[config.mk]
export PLATFORM = sky130hd
export DESIGN_NAME = cdb_arbiter
export DESIGN_NICKNAME = d
export VERILOG_FILES = /design/src/rtl/cdb_pkg.sv /design/src/rtl/rr_arbiter.sv /design/src/rtl/cdb_arbiter.sv
export SDC_FILE = /design/constraint.sdc
export NUM_CORES = 1
export LEC_CHECK = 0
export BUFFER_PORTS_ARGS = -buffer_cell sky130_fd_sc_hd__buf_2
export CAP_MARGIN = 20
export CORE_AREA = 4 4 186 188
export CTS_BUF_LIST = sky130_fd_sc_hd__clkbuf_2 sky130_fd_sc_hd__clkbuf_4 sky130_fd_sc_hd__clkbuf_8
export CTS_CLUSTER_DIAMETER = 30
export DETAILED_ROUTE_END_ITERATION = 8
export DIE_AREA = 0 0 190 192
export HOLD_SLACK_MARGIN = 0.1
export PLACE_DENSITY_LB_ADDON = 0.2
export SKIP_CTS_REPAIR_TIMING = 1
export SYNTH_ARGS = -nofsm -noshare
export SYNTH_HDL_FRONTEND = slang
export SYNTH_SLANG_ARGS = --single-unit
[constraint.sdc]
create_clock -name clk -period 15.9 [get_ports clk]
set_input_delay 4.77 -clock clk [delete_from_list [all_inputs] [get_ports clk]]
set_output_delay 4.77 -clock clk [all_outputs]
set_load 0.01 [all_outputs]
[src/rtl/cdb_pkg.sv]
// cdb_pkg: shared default widths, broadcast payload type and null tag
// used by the common-data-bus arbiter and its users.
package cdb_pkg;
    localparam int CDB_IDX_W  = 5;
    localparam int CDB_DATA_W = 32;
    localparam int CDB_ADDR_W = 32;
    localparam logic [CDB_IDX_W-1:0] NULL_TAG = '0;
    typedef struct packed {
        logic [CDB_IDX_W-1:0]  index;
        logic [CDB_DATA_W-1:0] data;
        logic [CDB_ADDR_W-1:0] addr;
        logic                  is_branch;
    } cdb_payload_t;
endpackage

[src/rtl/rr_arbiter.sv]
// rr_arbiter: combinational round-robin grant over a request vector,
// searching upward from the pointer rr held by the parent.
module rr_arbiter #(
    parameter int NUM_SRC = 3
) (
    input  logic [NUM_SRC-1:0]         req,
    input  logic [$clog2(NUM_SRC)-1:0] rr,
    output logic [NUM_SRC-1:0]         gnt,
    output logic [$clog2(NUM_SRC)-1:0] id
);
    localparam int SW = $clog2(NUM_SRC);
    logic [SW-1:0] j;
    // Walk from the farthest offset back to rr so the nearest request wins.
    always_comb begin
        gnt = '0;
        id  = '0;
        j   = '0;
        for (int k = NUM_SRC - 1; k >= 0; k--) begin
            j = SW'((int'(rr) + k) % NUM_SRC);
            if (req[j]) begin
                gnt    = '0;
                gnt[j] = 1'b1;
                id     = j;
            end
        end
    end
endmodule

[src/rtl/cdb_arbiter.sv]
// cdb_arbiter: round-robin common-data-bus arbiter with one staging slot per
// source and a registered broadcast. Define CDB_FLUSH_EN to add the flush port.
module cdb_arbiter
    import cdb_pkg::*;
#(
    parameter int NUM_SRC = 3,
    parameter int IDX_W   = CDB_IDX_W,
    parameter int DATA_W  = CDB_DATA_W,
    parameter int ADDR_W  = CDB_ADDR_W
) (
    input  logic                         clk,
    input  logic                         rst,
    input  logic [NUM_SRC-1:0]           src_valid,
    output logic [NUM_SRC-1:0]           src_ready,
    input  logic [NUM_SRC*IDX_W-1:0]     src_index,
    input  logic [NUM_SRC*DATA_W-1:0]    src_data,
    input  logic [NUM_SRC*ADDR_W-1:0]    src_addr,
    input  logic [NUM_SRC-1:0]           src_is_branch,
`ifdef CDB_FLUSH_EN
    input  logic                         flush,
`endif
    output logic                         cdb_valid,
    output logic [IDX_W-1:0]             cdb_index,
    output logic [DATA_W-1:0]            cdb_data,
    output logic [ADDR_W-1:0]            cdb_addr,
    output logic                         cdb_is_branch,
    output logic [$clog2(NUM_SRC)-1:0]   cdb_src
);
    localparam int SW = $clog2(NUM_SRC);
    typedef struct packed {
        logic [IDX_W-1:0]  index;
        logic [DATA_W-1:0] data;
        logic [ADDR_W-1:0] addr;
        logic              is_branch;
    } payload_t;
    logic [NUM_SRC-1:0] occ, gnt, load;
    logic [SW-1:0] rr, g;
    logic kill, fire;
    payload_t pl_in [NUM_SRC];
    payload_t slot [NUM_SRC];
    payload_t out;
`ifdef CDB_FLUSH_EN
    assign kill = flush;
`else
    assign kill = 1'b0;
`endif
    rr_arbiter #(.NUM_SRC(NUM_SRC)) u_arb (
        .req(occ),
        .rr (rr),
        .gnt(gnt),
        .id (g)
    );
    assign fire      = |gnt & ~kill;
    assign src_ready = ~occ | gnt;
    always_comb begin
        for (int i = 0; i < NUM_SRC; i++) begin
            pl_in[i] = '{index: src_index[i*IDX_W +: IDX_W], data: src_data[i*DATA_W +: DATA_W],
                         addr: src_addr[i*ADDR_W +: ADDR_W], is_branch: src_is_branch[i]};
            load[i]  = src_valid[i] & src_ready[i] & (src_index[i*IDX_W +: IDX_W] != IDX_W'(NULL_TAG));
        end
    end
    // A granted slot that is refilled in the same cycle stays occupied.
    always_ff @(posedge clk) begin
        if (!rst) begin
            occ       <= '0;
            rr        <= '0;
            cdb_valid <= 1'b0;
            out       <= '0;
            cdb_src   <= '0;
        end else begin
            occ <= kill ? '0 : (occ & ~gnt) | load;
            for (int i = 0; i < NUM_SRC; i++)
                if (load[i]) slot[i] <= pl_in[i];
            if (fire) rr <= (g == SW'(NUM_SRC - 1)) ? '0 : g + 1'b1;
            cdb_valid <= fire;
            out       <= fire ? slot[g] : '0;
            cdb_src   <= fire ? g : '0;
        end
    end
    assign cdb_index     = out.index;
    assign cdb_data      = out.data;
    assign cdb_addr      = out.addr;
    assign cdb_is_branch = out.is_branch;
endmodule

Word level (Yosys, flattened, before mapping)
Memories as Yosys holds them, arrays and structs flattened. A register that Yosys moved wholly into a read port is not among the register bits.
Index checks and enable logic that the tools add are counted.
Word-level totals
  bits in latches: 0
  RAM bits: 210
  input bits: 215
  memories: 1
  register bits: 8
  output and inout bits: 76
  memory bits (read-only): 0
  logic and storage cells: 66
Operators by class
  mux-type cells: 28
  add/subtract/negate cells: 3
  divide/modulo/power cells: 3
  bitwise operators: 11
  equal/unequal tests: 1
  $mul: 0
  order comparisons: 6
  shifts and indexed selects: 0
  reductions and logical operators: 9
Memory list
  slot: depth 3, bits a word 70, rd ports 1, clocked after memory_dff 1, write ports 3, RTL line cdb_arbiter.sv:40  | payload_t slot [NUM_SRC];
Operators by type and width (count)
  32-bit by 3-bit remainder unit with 32-bit output, second input constant: 2
  3-bit by 3-bit remainder unit with 32-bit output, second input constant: 1
  1-bit 2-to-1 mux: 15
  5-bit nonzero test: 3
  2-bit by 3-bit less-than comparator with 1-bit output, second input constant: 3
  3-bit 2-to-1 mux: 3
  2-bit 2-to-1 mux: 4
  1-bit AND: 6
  1-bit binary-select mux with 2-bit select: 3
  1-bit demux with 2-bit select: 3
  2-bit by 1-bit >= comparator with 1-bit output, second input constant: 3
  3-bit NOT: 2
  3-bit bitwise OR: 2
  2-bit by 1-bit adder with 3-bit output, second input constant: 1
  2-bit by 2-bit adder with 3-bit output, second input constant: 1
  3-bit AND: 1
  1-bit logical AND: 3
  3-bit OR reduction: 1
  2-bit by 1-bit adder with 2-bit output, second input constant: 1
  2-bit == test, second input constant: 1
  2-bit AND reduction: 1
  1-bit zero test: 1

Longest topological paths before layout
Gate-level depths: netlist of run 1.
  depth after elaboration: 15
  gate-level depth with buffers: 11
  gate-level depth less buffers: 8

Hierarchy
From an unflattened synthesis of run 1, not the netlist that was laid out.
Unflattened totals
  cell total of the unflattened synthesis: 619
  area total of the unflattened synthesis: 10236.1 um^2
By module, submodules not included
  cdb_arbiter: cells an instance 569, sequential area each 7867.5 um^2, instances 1, area an instance 9879.5 um^2
  rr_arbiter: cells an instance 50, sequential area each 0.0 um^2, instances 1, area an instance 356.6 um^2

Worst setup path before layout of run 1
No wires, ideal clock.
  path kind: in2reg
  start point: in src_index[5]
  end point: mem slot[1][0] in the netlist's numbering (enable)
  path buffers: 0
  stages on the path: 3
  required time: 15301 ps
  setup slack: 5238 ps
  arrival time: 10063 ps
  setup time: 599 ps
  cells stage by stage: or4_1 o21ai_0 nor3b_1
RTL lines
  start: declaration: RTL line cdb_arbiter.sv:15  | input logic [NUM_SRC*IDX_W-1:0] src_index,
  end: declaration: RTL line cdb_arbiter.sv:40

Worst setup path in the final report of run 1
  start point: reg rr[1]
  end point: out src_ready[0]
Between the ends
  word-level cells in the longest chain between the ends: 10
  elaborated cells on any way between the ends: 30
  those cells by class: add/sub (2); div (3); order compare (6); mux (15); bitwise (1); reduce/logical (3)
Ends and longest elaborated chain
  start: declaration: RTL line cdb_arbiter.sv:37  | logic [SW-1:0] rr, g;
  start signal: assignment: RTL line cdb_arbiter.sv:74  | if (fire) rr <= (g == SW'(NUM_SRC - 1)) ? '0 : g + 1'b1;
  2-bit by 2-bit adder with 3-bit output: RTL line rr_arbiter.sv:19  | j = SW'((int'(rr) + k) % NUM_SRC);
  32-bit by 3-bit remainder unit with 32-bit output: RTL line rr_arbiter.sv:19
  2-bit by 3-bit less-than comparator with 1-bit output (not written as such) / 2-bit by 1-bit >= comparator with 1-bit output (equally long branches): RTL line rr_arbiter.sv:22  | gnt[j] = 1'b1;
  1-bit logical AND (not written as such): RTL line rr_arbiter.sv:22
  1-bit 2-to-1 mux (not written as such): RTL line rr_arbiter.sv:22
  1-bit demux with 2-bit select
  3-bit 2-to-1 mux (2 in a row): RTL line rr_arbiter.sv:20  | if (req[j]) begin
  3-bit 2-to-1 mux *: RTL line rr_arbiter.sv:20
  3-bit bitwise OR *: RTL line cdb_arbiter.sv:54  | assign src_ready = ~occ | gnt;
  end: declaration: RTL line cdb_arbiter.sv:14  | output logic [NUM_SRC-1:0] src_ready,
Every way passes the cells marked *; elsewhere a longest branch is shown, timed or not. The select of a mux whose other input is x is not followed.

==> metrics, run 1 <==
status complete, no violations; share of post-route cells with drive strength above 1 44.6%; number of global-route vias before repair 6732; Post-Syn Area 9770 um^2; crit share post-route 47.9%; largest net degree at the start of global routing 73; drc violations 0; die width 190 um; CP Max Fanout 10; Slew Viols, Final 0; num rows 67; Detailed Route WL 26100 um; routed vias 6261; clock skew 30.6 ps; WS Path Type flip-flop to output pin; GPL Wtd Cong 0.753; Slew HR 28.6%; Multi-input gate area 1700 um^2; Root Buffer clkbuf_8; CP startpoint kind flip-flop; Post-Syn Nets 822; CTS Buffer Depth 3; die area 36500 um^2; WL/cell 18.0 um; Netlist cell types 38; final-layout fill cell count 3216; Register Area 7870 um^2; Initial Utilization 29.5%; Pre-antenna DRT Iters 4; Final Hold Viols 0; clock latency on the worst-skew pair 600 ps; syn_area_per_cell 16.2 um^2; Seq/Total Area, Yosys 80.5%; Post-Place Cells 1315; setup TNS 0 ps; Layout Cells excl Fill 1450; Starting DRT DRC Count 227; port bufs 290; Ys Warns 0; critical path data required time 11130 ps; top cell type by total area after synthesis edfxtp_1; num ports 291; fin nets 1162; Detailed Place HPWL 15500 um; ranking of synthesized cells by area edfxtp_1 (65%), dfxtp_1 (16%), a22oi_1 (5.4%); crit end category output pin; Area growth syn-to-layout 35.7%; Post-DRT Antenna Nets 0; Power Dens Cells 179 nW/um^2; CTS buffer count 71; Min-Delay Path Class flip-flop to flip-flop; Core ar. 33100 um^2; Setup Viol. Count Final 0; most frequent cells in the layout buf_2 (290), edfxtp_1 (210), dfxtp_1 (78), clkbuf_8 (78), nand2_1 (76); commonest non-fill, non-tap cell in the layout buf_2; Via density 4.32; FF+latch count, synth 288; first-pass GRT wire length 38600 um; Critical Path AT 2840 ps; Yosys top cell area share 64.5%; All-Layer GR Usage 14.0%; leakage 5.25 nW; total gr overflow 0; Post-synth ARST share 0%; Top FF cell, synth edfxtp_1; RSZ-0062 raised after global routing no; Worst-Margin Slew 1070 ps; initial antenna violation count 2; clock slew at reported path FFs 60 ps; fmax 131 MHz; EDFF count, synth 210; H-tree level count 3; die height 192 um; Synth Instances 603; Tmin final 7610 ps; Clock Sink Count 288; Worst VDD drop 0.0000822 V; max cap viols 0; CTS tree yes
## cell families after synthesis
group	after synthesis	share of synthesized area, %
buf+inv	41	2.29
simple gates	99	4.46
flops	288	80.5
compound gates	166	11.7
fa+ha+maj	4	0.512
mux	5	0.538
## where the power goes
| group | internal, mW | switching [mW] |
|---|---|---|
| combinational | 0.171 | 0.323 |
| sequential | 0.934 | 0.0328 |
| clock | 0.552 | 0.359 |
| total | 1.66 | 0.715 |
## layer usage
layer / vias up / track usage (%) / wire, um
met2: 241 / 23.7 / 12800
met5: - / 0 / 21
met4: 4 / 5.26 / 649
met3: 56 / 5.20 / 1950
li1: 2999 / - / -
met1: 2961 / 16.2 / 10700
## state kept, by name (all words and copies together) (netlist names)
signal	flops
cdb_addr	32
cdb_data	32
cdb_index	5
cdb_is_branch	1
cdb_src	2
cdb_valid	1
occ	3
rr	2
slot	210
## layout make-up
cell class / instances / area share, %
Inverter: 8 / 0.227
Clock buffer: 90 / 8.78
Tap cell: 448 / 4.23
Antenna cell: 1 / 0.0189
Sequential cell: 288 / 59.4
Timing Repair Buffer: 300 / 12.0
Clock inverter: 41 / 2.57
Multi-Input combinational cell: 274 / 12.9
## stage by stage
| step | worst slack, ps | area (um^2) | util (%) | power, mW | hold WS (ps) |
|---|---|---|---|---|---|
| after global placement | 8920 | 11700 | 35.2 | 1.48 | 495 |
| after floorplan | 5240 | 9770 | - | 1.29 | 489 |
| after global routing | 8060 | 13300 | 40.0 | 2.51 | 535 |
| after detailed placement | 8910 | 11700 | 35.2 | 1.48 | 500 |
| after CTS | 8250 | 13200 | 39.8 | 2.41 | 506 |
| final | 8290 | 13300 | 40.0 | 2.37 | 507 |
## worst max-delay path: stages, from the launching register on
cell	delay, ps
dfxtp_1	330
inv_1	80
ha_1	390
mux2i_1	150
o21ai_2	380
a21oi_1	70
o22ai_1	470
or2_2	240
buf_2	130
## synthesized netlist by cell type, types with 2 or more instances
library cell	number
mux2_2	2
mux2i_1	3
a21oi_2	9
or4_1	3
nor2b_1	4
buf_6	7
inv_1	7
nand2b_1	4
ha_1	4
o21ai_0	4
buf_2	11
a21oi_1	67
a211oi_1	2
edfxtp_1	210
nor2_1	3
clkbuf_1	14
dfxtp_1	78
nand3b_1	2
o211ai_1	3
a22oi_1	70
nor3b_1	4
nand2_1	76
## final timing paths
path                    from      endpoint  slack (ps)  depth (start not counted)
setup / recovery       rr[1]  src_ready[0]        8290                          8
hold reg to reg   slot[1][7]   cdb_addr[6]         510                          2
hold / removal    slot[1][7]   cdb_addr[6]         510                          2
setup reg to reg       rr[1]   cdb_data[8]       12390                          9
Power figures use the tool's default switching activity.
==> inputs of run 2 (changes only) <==
clock period = 7.3 ns   (was 15.9 ns; I/O delays follow)
==> metrics, run 2 (synthesized netlist as in run 1, its figures left out) <==
Final Hold Viols 0; Tot Pwr 5.39 mW; Slew HR 27.9%; die width 190 um; CP startpoint rr[0]; port bufs 290; utilization after layout 40.4%; GPL Wtd Cong 0.707; Starting DRT DRC Count 285; Power Dens Cells 403 nW/um^2; fmax 198 MHz; Tmin final 5050 ps; clock skew 18.5 ps; Hold Startpoint slot[0][42]; Critical Path AT 2860 ps; max cap viols 0; crit share post-route 69.1%; Slew Viols, Final 0; CTS tree yes; Initial Utilization 29.5%; number of global-route vias before repair 6880; Detailed Route WL 25900 um; die area 36500 um^2; share of post-route cells with drive strength above 1 45.3%; Setup Viol. Count Final 0; status complete, no violations; die height 192 um; clock latency on the worst-skew pair 590 ps; Detailed Place HPWL 15400 um; crit end category output pin; WL/cell 17.8 um; Root Buffer clkbuf_8; CP Max Fanout 9; drc violations 0; final-layout fill cell count 3117; commonest non-fill, non-tap cell in the layout buf_2; Clock Sink Count 288; All-Layer GR Usage 14.1%; max reg flops 210; Via density 4.36; most frequent cells in the layout buf_2 (290), edfxtp_1 (210), clkbuf_8 (79); num rows 67; initial antenna violation count 6; critical path data required time 5110 ps; CTS buffer count 73; Area growth syn-to-layout 37.0%; Pre-antenna DRT Iters 4; clock slew at reported path FFs 50 ps; leakage 5.32 nW; setup TNS 0 ps; total gr overflow 0; Core ar. 33100 um^2; CTS Buffer Depth 3; WS Path Type flip-flop to output pin; Most flops, register slot; Multi-input gate area 1720 um^2; first-pass GRT wire length 38800 um; Min-Delay Path Class flip-flop to flip-flop; R2R Path Start rr[0]; H-tree level count 3; largest net degree at the start of global routing 74; CP startpoint kind flip-flop; num ports 291; fin nets 1162; Post-DRT Antenna Nets 0; Register Area 7870 um^2; Worst VDD drop 0.000224 V; routed vias 6344; RSZ-0062 raised after global routing no; Worst-Margin Slew 1080 ps
run 2: cell types whose count changed in the layout (fill, tap and decap cells not counted), sizes merged:
cell / change
bufinv: +6
buf: -2
diode: +2
clkbuf: -1
inv: -1
run 2: routing by layer:
| layer | vias up | global-route usage, % | part of all wire [%] |
|---|---|---|---|
| met5 | - | 0 | 0.21 |
| met4 | 8 | 6.18 | 2.4 |
| met3 | 61 | 4.83 | 7.6 |
| met2 | 247 | 23.4 | 48 |
| met1 | 3016 | 16.6 | 42 |
| li1 | 3012 | - | - |
run 2: final timing paths:
check                               endpoint  slack [ps]  cells past startpoint
worst max-delay path            src_ready[0]        2250                      8
worst min-delay path             cdb_data[9]         510                      2
worst max register to register   slot[0][37]        3470                      9
worst min register to register   cdb_data[9]         510                      2
run 2: layout make-up:
class | count | share of cell area, %
Multi-Input combinational cell | 274 | 12.9
Tap cell | 448 | 4.19
Timing Repair Buffer | 298 | 11.3
Clock buffer | 89 | 8.68
Antenna cell | 3 | 0.0561
Clock inverter | 46 | 3.92
Inverter | 8 | 0.224
Sequential cell | 288 | 58.8
run 2: critical path: stages, from the launching register on:
cell      delay, ps
dfxtp_1         350
inv_1            90
ha_1            320
nand2b_1        250
a211oi_1        280
a211oi_1         90
o22ai_1         500
or2_2           250
buf_2           130
run 2: power by group:
group / switching [mW] / leakage, nW / internal (mW)
sequential: 0.0725 / 2.59 / 2.03
clock: 0.799 / 0.854 / 1.42
combinational: 0.698 / 1.87 / 0.362
run 2: stage by stage:
step           std cells  worst slack (ps)  cell area [um^2]  hold WS, ps
2_1_floorplan        603              1690              9790          489
3_3_place_gp        1316              2870             11700          494
3_5_place_dp        1316              2850             11700          502
4_1_cts             1451              2170             13400          509
5_1_grt             1453              1980             13400          509
6_report            1454              2250             13400          508
==> inputs of run 3 (changes only) <==
clock period = 4.35 ns   (was 7.3 ns; I/O delays follow)
==> metrics, run 3 (synthesized netlist as in run 1, its figures left out) <==
CP startpoint kind flip-flop; num rows 67; die height 192 um; Setup Viol. Count Final 0; die area 36500 um^2; Core ar. 33100 um^2; routed vias 6394; R2R Path Start rr[0]; initial antenna violation count 7; Via density 4.38; most frequent cells in the layout buf_2 (290), edfxtp_1 (210), clkbuf_8 (81); Tot Pwr 9.14 mW; RSZ-0062 raised after global routing no; Tmin final 4070 ps; die width 190 um; Hold Startpoint slot[1][1]; Int Power 6.48 mW; Post-DRT Antenna Nets 0; All-Layer GR Usage 14.0%; status complete, no violations; max cap viols 0; Most flops, register slot; fin nets 1168; largest net degree at the start of global routing 47; num ports 291; Slew Viols, Final 0; Clk pwr share 41.6%; Root Buffer clkbuf_8; Pre-antenna DRT Iters 4; WS Path Type flip-flop to output pin; CTS tree yes; Slew HR 52.3%; port bufs 290; WL/cell 18.0 um; Initial Utilization 29.5%; crit end category output pin; share of post-route cells with drive strength above 1 45.8%; final-layout fill cell count 3171; crit share post-route 93.5%; number of global-route vias before repair 6807; CTS Buffer Depth 3; Area growth syn-to-layout 37.9%; total gr overflow 0; Min-Delay Path Class flip-flop to flip-flop; Seq pwr share 38.6%; Switching Share 29.2%; max reg flops 210; fmax 246 MHz; critical path data required time 3040 ps; Detailed Place HPWL 16800 um; CP startpoint rr[0]; Clock Sink Count 288; clock slew at reported path FFs 50 ps; first-pass GRT wire length 38900 um; NetSw 2.66 mW; clock latency on the worst-skew pair 600 ps; GPL Wtd Cong 0.702; utilization after layout 40.7%; Starting DRT DRC Count 282; Power Dens Cells 679 nW/um^2; Final Hold Viols 0; leakage 5.37 nW; H-tree level count 3; setup TNS 0 ps; clock skew 28.5 ps; Logic pwr share 19.8%; hold_ws 511 ps; Critical Path AT 2760 ps; Worst-Margin Slew 715 ps; commonest non-fill, non-tap cell in the layout buf_2; CTS buffer count 74; Detailed Route WL 26300 um; drc violations 0; Worst VDD drop 0.000319 V; CP Max Fanout 9
## run 3: cell count changes in the layout (fill, tap and decap cells not counted), moves of 2 or more
cell        change
buf_4           +5
clkbuf_4        +8
clkbuf_8        +2
clkinv_2        -5
clkinvlp_4      -3
inv_8           +3
## run 3: worst paths after layout
check	slack (ps)	cells after the start	to
worst max-delay path	280	8	src_ready[0]
worst min-delay path	510	2	cdb_addr[0]
worst max register to register	1160	9	slot[0][40]
worst min register to register	510	2	cdb_addr[0]
## run 3: power by group through the flow
stage,sequential [mW],combinational [mW],clock [mW]
finish,3.53,1.81,3.80
global route,3.56,2.01,4.08
CTS,3.53,1.86,3.93
detailed placement,3.58,1.85,0
global placement,3.58,1.85,0
floorplan,3.71,0.988,0
## run 3: metal layers
layer	global-route usage, %	routed length [um]	up-vias
met4	5.48	447	10
met5	0	61	-
met3	6.00	2260	47
met2	21.8	12400	265
li1	-	-	3015
met1	17.4	11200	3057
## run 3: critical path, stage by stage (launching register included)
cell      delay, ps
dfxtp_1         320
inv_1           100
ha_1            410
nand2b_1        230
a211oi_1        110
a211oi_1        280
o22ai_2         210
or2_2           350
buf_2           150
## run 3: final cells by class
| class | count | area, um^2 | area share [%] |
|---|---|---|---|
| clock buffers | 99 | 1250 | 9.28 |
| repair buffers | 303 | 1550 | 11.5 |
| flip-flops and latches | 288 | 7870 | 58.4 |
| diodes | 3 | 7.51 | 0.0557 |
| clock inverters | 38 | 468 | 3.47 |
| well taps | 448 | 561 | 4.16 |
| inverters | 8 | 30.0 | 0.223 |
| multi-input cells | 274 | 1740 | 12.9 |
## run 3: stage by stage
step	setup slack (ps)	instance area [um^2]	std cells
2_1_floorplan	240	9800	603
3_3_place_gp	795	11700	1321
3_5_place_dp	774	11700	1321
4_1_cts	87.7	13400	1458
5_1_grt	48.8	13500	1460
6_report	283	13500	1461
